--- src/rtl/jpeg_enc_pkg.sv ---
// Shared definitions for the JPEG block encoder control path: the
// sequencer state encoding and the QUANT row-counter width.
package jpeg_enc_pkg;

   typedef enum logic [3:0] {
      IDLE,
      LOAD,
      DCT_START,
      DCT_WAIT,
      DCT_END,
      QUANT,
      ZIGZAG,
      DC_CALC,
      HUFF_START,
      HUFF_WAIT
   } state_t;

   // Row counter spans 0 .. 7+QUANT_LAT, QUANT_LAT at most 7.
   localparam int ROW_W = 4;

endpackage

--- src/rtl/jpeg_dc_predictor.sv ---
// Per-component DC predictor: keeps the last quantized DC of each colour
// component and produces the signed difference for the Huffman DC coder.
module jpeg_dc_predictor #(
   parameter int NUM_COMP = 3,
   parameter int DC_W     = 11
) (
   input  logic            clock,
   input  logic            reset,
   input  logic            sample,
   input  logic            clear,
   input  logic [1:0]      comp_id,
   input  logic [DC_W-1:0] dc_coeff,
   output logic [DC_W:0]   dc_diff
);

   logic [DC_W-1:0] pred [NUM_COMP];
   logic [DC_W-1:0] pred_sel;

   // Select the predictor of the current component.
   always_comb begin
      pred_sel = '0;
      for (int i = 0; i < NUM_COMP; i++)
         if (comp_id == 2'(i)) pred_sel = pred[i];
   end

   // One extra bit on both operands makes the subtraction overflow-free.
   always_ff @(posedge clock) begin
      if (reset) begin
         for (int i = 0; i < NUM_COMP; i++) pred[i] <= '0;
         dc_diff <= '0;
      end else if (clear) begin
         for (int i = 0; i < NUM_COMP; i++) pred[i] <= '0;
      end else if (sample) begin
         dc_diff <= {dc_coeff[DC_W-1], dc_coeff} - {pred_sel[DC_W-1], pred_sel};
         for (int i = 0; i < NUM_COMP; i++)
            if (comp_id == 2'(i)) pred[i] <= dc_coeff;
      end
   end

endmodule

--- src/rtl/jpeg_enc_sequencer.sv ---
// Block-level JPEG encode sequencer: accepts 8x8 blocks and drives every
// datapath strobe from load through Huffman start, cycling components.
// Outputs are registered from the next-state decode so each strobe lines
// up with the cycle its state occupies.
module jpeg_enc_sequencer
   import jpeg_enc_pkg::*;
#(
   parameter int NUM_COMP     = 3,
   parameter int DCT_LAT      = 4,
   parameter int QUANT_LAT    = 1,
   parameter int DC_W         = 11,
   parameter int HUFF_TIMEOUT = 1024
) (
   input  logic            clock,
   input  logic            reset,
   input  logic            block_valid,
   input  logic            block_last,
   output logic            block_ready,
   output logic            load_enable,
   output logic            dct_enable,
   output logic            dct_end_enable,
   output logic [7:0]      matrix_row,
   output logic [7:0]      zz_row,
   output logic            zigzag_input_enable,
   output logic            zigzag_enable,
   output logic            huffman_start,
   input  logic            huffman_done,
   output logic            is_luminance,
   output logic [1:0]      comp_id,
   input  logic [DC_W-1:0] dc_coeff,
   output logic [DC_W:0]   dc_diff,
   output logic            dc_diff_valid,
   output logic            frame_done,
   output logic            error
);

   localparam int TO_W = $clog2(HUFF_TIMEOUT + 1);

   state_t           state, nxt;
   logic [7:0]       dcnt, dcnt_nxt;
   logic [ROW_W-1:0] row, row_nxt;
   logic [TO_W-1:0]  tcnt, tcnt_nxt;
   logic             last_q, accept, done_hit, timeout;
   logic [1:0]       comp_inc;

   assign comp_inc = (comp_id == 2'(NUM_COMP - 1)) ? 2'd0 : comp_id + 2'd1;

   jpeg_dc_predictor #(.NUM_COMP(NUM_COMP), .DC_W(DC_W)) u_pred (
      .clock    (clock),
      .reset    (reset),
      .sample   (state == DC_CALC),
      .clear    (done_hit && last_q),
      .comp_id  (comp_id),
      .dc_coeff (dc_coeff),
      .dc_diff  (dc_diff)
   );

   // Next-state, counter updates and handshake events.
   always_comb begin
      nxt      = state;
      dcnt_nxt = dcnt;
      row_nxt  = row;
      tcnt_nxt = tcnt;
      accept   = 1'b0;
      done_hit = 1'b0;
      timeout  = 1'b0;
      case (state)
         IDLE:
            if (block_valid && block_ready) begin
               accept = 1'b1;
               nxt    = LOAD;
            end
         LOAD:      nxt = DCT_START;
         DCT_START: begin
            dcnt_nxt = '0;
            nxt      = (DCT_LAT == 1) ? DCT_END : DCT_WAIT;
         end
         DCT_WAIT:
            if (dcnt == 8'(DCT_LAT - 2)) nxt = DCT_END;
            else                         dcnt_nxt = dcnt + 8'd1;
         DCT_END: begin
            row_nxt = '0;
            nxt     = QUANT;
         end
         QUANT:
            if (row == ROW_W'(7 + QUANT_LAT)) nxt = ZIGZAG;
            else                              row_nxt = row + 1'b1;
         ZIGZAG:     nxt = DC_CALC;
         DC_CALC:    nxt = HUFF_START;
         HUFF_START: begin
            tcnt_nxt = '0;
            nxt      = HUFF_WAIT;
         end
         HUFF_WAIT:
            if (huffman_done) begin
               done_hit = 1'b1;
               nxt      = IDLE;
            end else if (tcnt == TO_W'(HUFF_TIMEOUT - 1)) begin
               timeout = 1'b1;
               nxt     = IDLE;
            end else begin
               tcnt_nxt = tcnt + 1'b1;
            end
         default: nxt = IDLE;
      endcase
   end

   // State and counter registers; latch the frame-last flag on accept.
   always_ff @(posedge clock) begin
      if (reset) begin
         state  <= IDLE;
         dcnt   <= '0;
         row    <= '0;
         tcnt   <= '0;
         last_q <= 1'b0;
      end else begin
         state <= nxt;
         dcnt  <= dcnt_nxt;
         row   <= row_nxt;
         tcnt  <= tcnt_nxt;
         if (accept) last_q <= block_last;
      end
   end

   // Registered outputs decoded from the upcoming state.
   always_ff @(posedge clock) begin
      if (reset) begin
         block_ready         <= 1'b0;
         load_enable         <= 1'b0;
         dct_enable          <= 1'b0;
         dct_end_enable      <= 1'b0;
         matrix_row          <= '0;
         zz_row              <= '0;
         zigzag_input_enable <= 1'b0;
         zigzag_enable       <= 1'b0;
         huffman_start       <= 1'b0;
         dc_diff_valid       <= 1'b0;
         frame_done          <= 1'b0;
         error               <= 1'b0;
         comp_id             <= 2'd0;
         is_luminance        <= 1'b1;
      end else begin
         block_ready         <= (nxt == IDLE);
         load_enable         <= (nxt == LOAD);
         dct_enable          <= (nxt == DCT_START);
         dct_end_enable      <= (nxt == DCT_END);
         zigzag_enable       <= (nxt == ZIGZAG);
         huffman_start       <= (nxt == HUFF_START);
         dc_diff_valid       <= (nxt == HUFF_START);
         frame_done          <= done_hit && last_q;
         matrix_row          <= '0;
         zz_row              <= '0;
         zigzag_input_enable <= 1'b0;
         if (nxt == QUANT) begin
            matrix_row <= (row_nxt > ROW_W'(7)) ? 8'd7 : 8'(row_nxt);
            if (row_nxt >= ROW_W'(QUANT_LAT)) begin
               zigzag_input_enable <= 1'b1;
               zz_row              <= 8'(row_nxt - ROW_W'(QUANT_LAT));
            end
         end
         if (timeout) error <= 1'b1;
         if (done_hit) begin
            comp_id      <= last_q ? 2'd0 : comp_inc;
            is_luminance <= last_q || (comp_inc == 2'd0);
         end
      end
   end

endmodule

--- config.mk ---
export PLATFORM = sky130hd
export DESIGN_NAME = jpeg_enc_sequencer
export DESIGN_NICKNAME = d
export VERILOG_FILES = /design/src/rtl/jpeg_enc_pkg.sv /design/src/rtl/jpeg_dc_predictor.sv /design/src/rtl/jpeg_enc_sequencer.sv
export SDC_FILE = /design/constraint.sdc
export NUM_CORES = 1
export LEC_CHECK = 0
export ABC_AREA = 1
export BUFFER_PORTS_ARGS = -buffer_cell sky130_fd_sc_hd__buf_4
export CAP_MARGIN = 20
export CORE_MARGIN = 4
export CORE_UTILIZATION = 23
export CTS_BUF_LIST = sky130_fd_sc_hd__clkbuf_4
export CTS_CLUSTER_DIAMETER = 40
export CTS_CLUSTER_SIZE = 10
export DETAILED_ROUTE_END_ITERATION = 6
export GPL_TIMING_DRIVEN = 1
export RECOVER_POWER = 50
export SYNTH_ARGS = -nofsm -noshare
export SYNTH_HDL_FRONTEND = slang
export SYNTH_HIERARCHICAL = 1
export SYNTH_SLANG_ARGS = --single-unit
--- constraint.sdc ---
create_clock -name clock -period 2.4 [get_ports clock]
set_clock_uncertainty 0.15 [all_clocks]
set_input_delay 0.36 -clock clock [delete_from_list [all_inputs] [get_ports clock]]
set_output_delay 0.36 -clock clock [all_outputs]
set_load 0.005 [all_outputs]
==> flow_summary_export.csv <==
group,metric,value,unit
sta,fin_setup_tns,0,ns
floorplan,pin_count,57,
synthesis,synth_top_cell_by_area,"dfxtp_1",
global_routing,grt_pass1_wl,19200,um
clock_network,numCtsBuffers,9,
worst_hold_path,holdCritStartpoint,"block_last",
global_routing,grtUsageTotal,9.886,%
drt,wl,11630,um
clock_network,worstSkewPairLatency,0.46,ns
drt,initialDrtViolationCount,272,
sta,fmax,445.9,MHz
drt,wire_per_inst,11.86,um
floorplan,core-area,21020,um2
synthesis,yosysSeqAreaShare,45.04,%
drt,ant_nets,0,
synthesis,synthCells,633,
cells_and_area,fill_cells,2280,
global_routing,antenna_found_initial,0,
worst_setup_path,worstPathRequired,2.65,ns
cells_and_area,utilization,27.84,%
synthesis,synth_cell_types,45,
synthesis,synth_edf_count,33,
placed_design,dp_hpwl,8890,um
cells_and_area,antenna_cells,0,
sta,rsz0062_at_grt,"yes",
cells_and_area,final_common_cell,"nand2_1",
sta,fin_crit_sh,93.44,%
power,power.density,505.5,nW/um2
power,ir_worst_vdd,0.0001910,V
power,p_leak,2.607,nW
synthesis,syn_area,4911,um2
floorplan,die_h,154.1,um
sta,holdWs,0.04830,ns
worst_setup_path,startpoint_type,"flip-flop",
drt,drt-pass1-iter-count,4,
clock_network,clock_sinks,94,
floorplan,rows,53,
sta,tightest_slew,0.5719,ns
status,outcome,"completed",
global_routing,grt_pass1_vias,3927,
sta,min_period,2.243,ns
clock_network,cts-root-buf,"clkbuf_4",
worst_setup_path,rr_startpoint,"comp_id[0]",
placed_design,port_buffers,52,
drt,remaining_drc_errors,0,
synthesis,synthArstFlopShare,0,%
drt,vias,4132,
floorplan,start_util,23.36,%
clock_network,clockBufferDepth,2,
placed_design,dpl.cell_count,964,
synthesis,synth_ff_type,"dfxtp_1",
clock_network,tritoncts,"built",
clock_network,cts_setup_buffers,0,
drt,via_per_inst,4.212,
cells_and_area,drive_above_1_share,17.99,%
cells_and_area,stdcell_count,981,
synthesis,yosys_register_bits,94,
clock_network,clk_pin_slew,0.14,ns
floorplan,die_w,154.1,um
worst_setup_path,path_max_fanout,7,
run,maxCapViolCount,0,
worst_setup_path,crit_type,"reg -> reg",
floorplan,dieArea,23750,um2
placed_design,globalplace.congestion,0.8344,
synthesis,synth_top_area_share,24.87,%
global_routing,grt_max_degree,31,
synthesis,syn_area_per_cell,7.758,um2
synthesis,synth.area.top_cells,"dfxtp_1, edfxtp_1, nand2_1",
cells_and_area,area_growth_syn_to_layout,19.18,%
worst_hold_path,hold_class,"in -> reg",
cells_and_area,nets,736,
sta,relSlewSlack,61.62,%
sta,maxSlewViolCount,0,
sta,setup_viol,0,
clock_network,cts-htree-levels,3,
sta,finalHoldViolCount,0,
power,total_power,0.002959,W
global_routing,grt_overflow,0,
worst_setup_path,critPathLaunch,"comp_id[0]",
cells_and_area,final_cell_mix,"nand2_1, nor2_1, inv_1",
worst_setup_path,critPathCaptureType,"flip-flop",
worst_setup_path,cp.arrival,2.50,ns
synthesis,ys_warn_count,6,
==> power by group <==
part           leakage [nW]  internal [W]  total (W)  switching [W]
Combinational          1.69      0.000138   0.000377       0.000239
Sequential            0.835       0.00169    0.00172      0.0000341
Clock                0.0780      0.000335   0.000860       0.000525
Total                  2.61       0.00216    0.00296       0.000798
==> Yosys cell counts (8+ instances only) <==
cell,n
inv_1,86
o21ai_0,8
xor2_1,8
nand4_1,11
a21oi_1,27
nand3_1,47
buf_4,9
nand2_1,148
dfxtp_1,61
edfxtp_1,33
nor2_1,96
nor2_2,8
ha_1,18
==> critical path: stages (launching register included) <==
cell and delay, ns:
dfxtp_4 0.39, inv_1 0.11, nor2_4 0.08, nand2_1 0.06, nand3_1 0.08, ha_1 0.23, fa_2 0.37, inv_1 0.10
nand3_1 0.09, nand3_2 0.10, nand2_1 0.08, a21o_2 0.18, nand3_1 0.07, nand2_1 0.06, inv_1 0.04
==> through the flow <==
step / worst slack, ns / instance area [um2]
floorplan: 0.2112 / 4926
global placement: 0.08228 / 5677
detailed placement: 0.05706 / 5677
CTS: 0.02025 / 5821
global route: -0.008000 / 5853
finish: 0.1574 / 5853
==> area by class of cell <==
class | count | area (um2) | area share (%)
clock buffer | 11 | 82.58 | 1.411
tap | 275 | 344.1 | 5.879
multi-input combinational | 435 | 2270 | 38.78
sequential | 94 | 2221 | 37.94
timing repair buffer | 70 | 540.5 | 9.235
inverter | 91 | 344.1 | 5.879
clock inverter | 5 | 51.30 | 0.8764
==> final timing paths <==
kind / end / depth (start not counted) / slack [ns]
worst max-delay path: u_pred/dc_diff[6] / 14 / 0.16
worst min register to register: is_luminance / 2 / 0.35
worst min-delay path: last_q / 3 / 0.05
worst max register to register: u_pred/dc_diff[6] / 14 / 0.16
==> logic make-up (layout without fill, tap and decap cells) <==
group	Yosys count	count (layout)	synth area share, %
other cells	1	5	0.07636
fa+ha+maj	19	19	4.994
compound gates	62	62	7.872
xor+xnor	9	9	1.605
buf+inv	108	177	9.528
simple gates	340	340	30.88
flops	94	94	45.04
==> timing repair <==
item                                    CTS  global route
endpoints found under the setup margin    0            13
gates resized for setup                   0            12
hold buffers                              1             0
endpoints found under the hold margin     2             0
==> sequential cells by signal (all words and copies together), names as in the netlist, 2 cells and up <==
| signal | cells |
|---|---|
| tcnt | 11 |
| matrix_row | 4 |
| dcnt | 8 |
| comp_id | 2 |
| u_pred/dc_diff | 12 |
| row | 4 |
| state | 4 |
| u_pred/pred | 33 |
| zz_row | 5 |
==> per-layer routing <==
layer	up-vias	share of wire (%)	GRT usage, %
met2	70	49	16.93
met5	-	0	0
met4	0	0.75	1.892
li1	2165	-	-
met1	1888	46	12.25
met3	9	4.6	3.209
(Power assumes the default switching activity.)
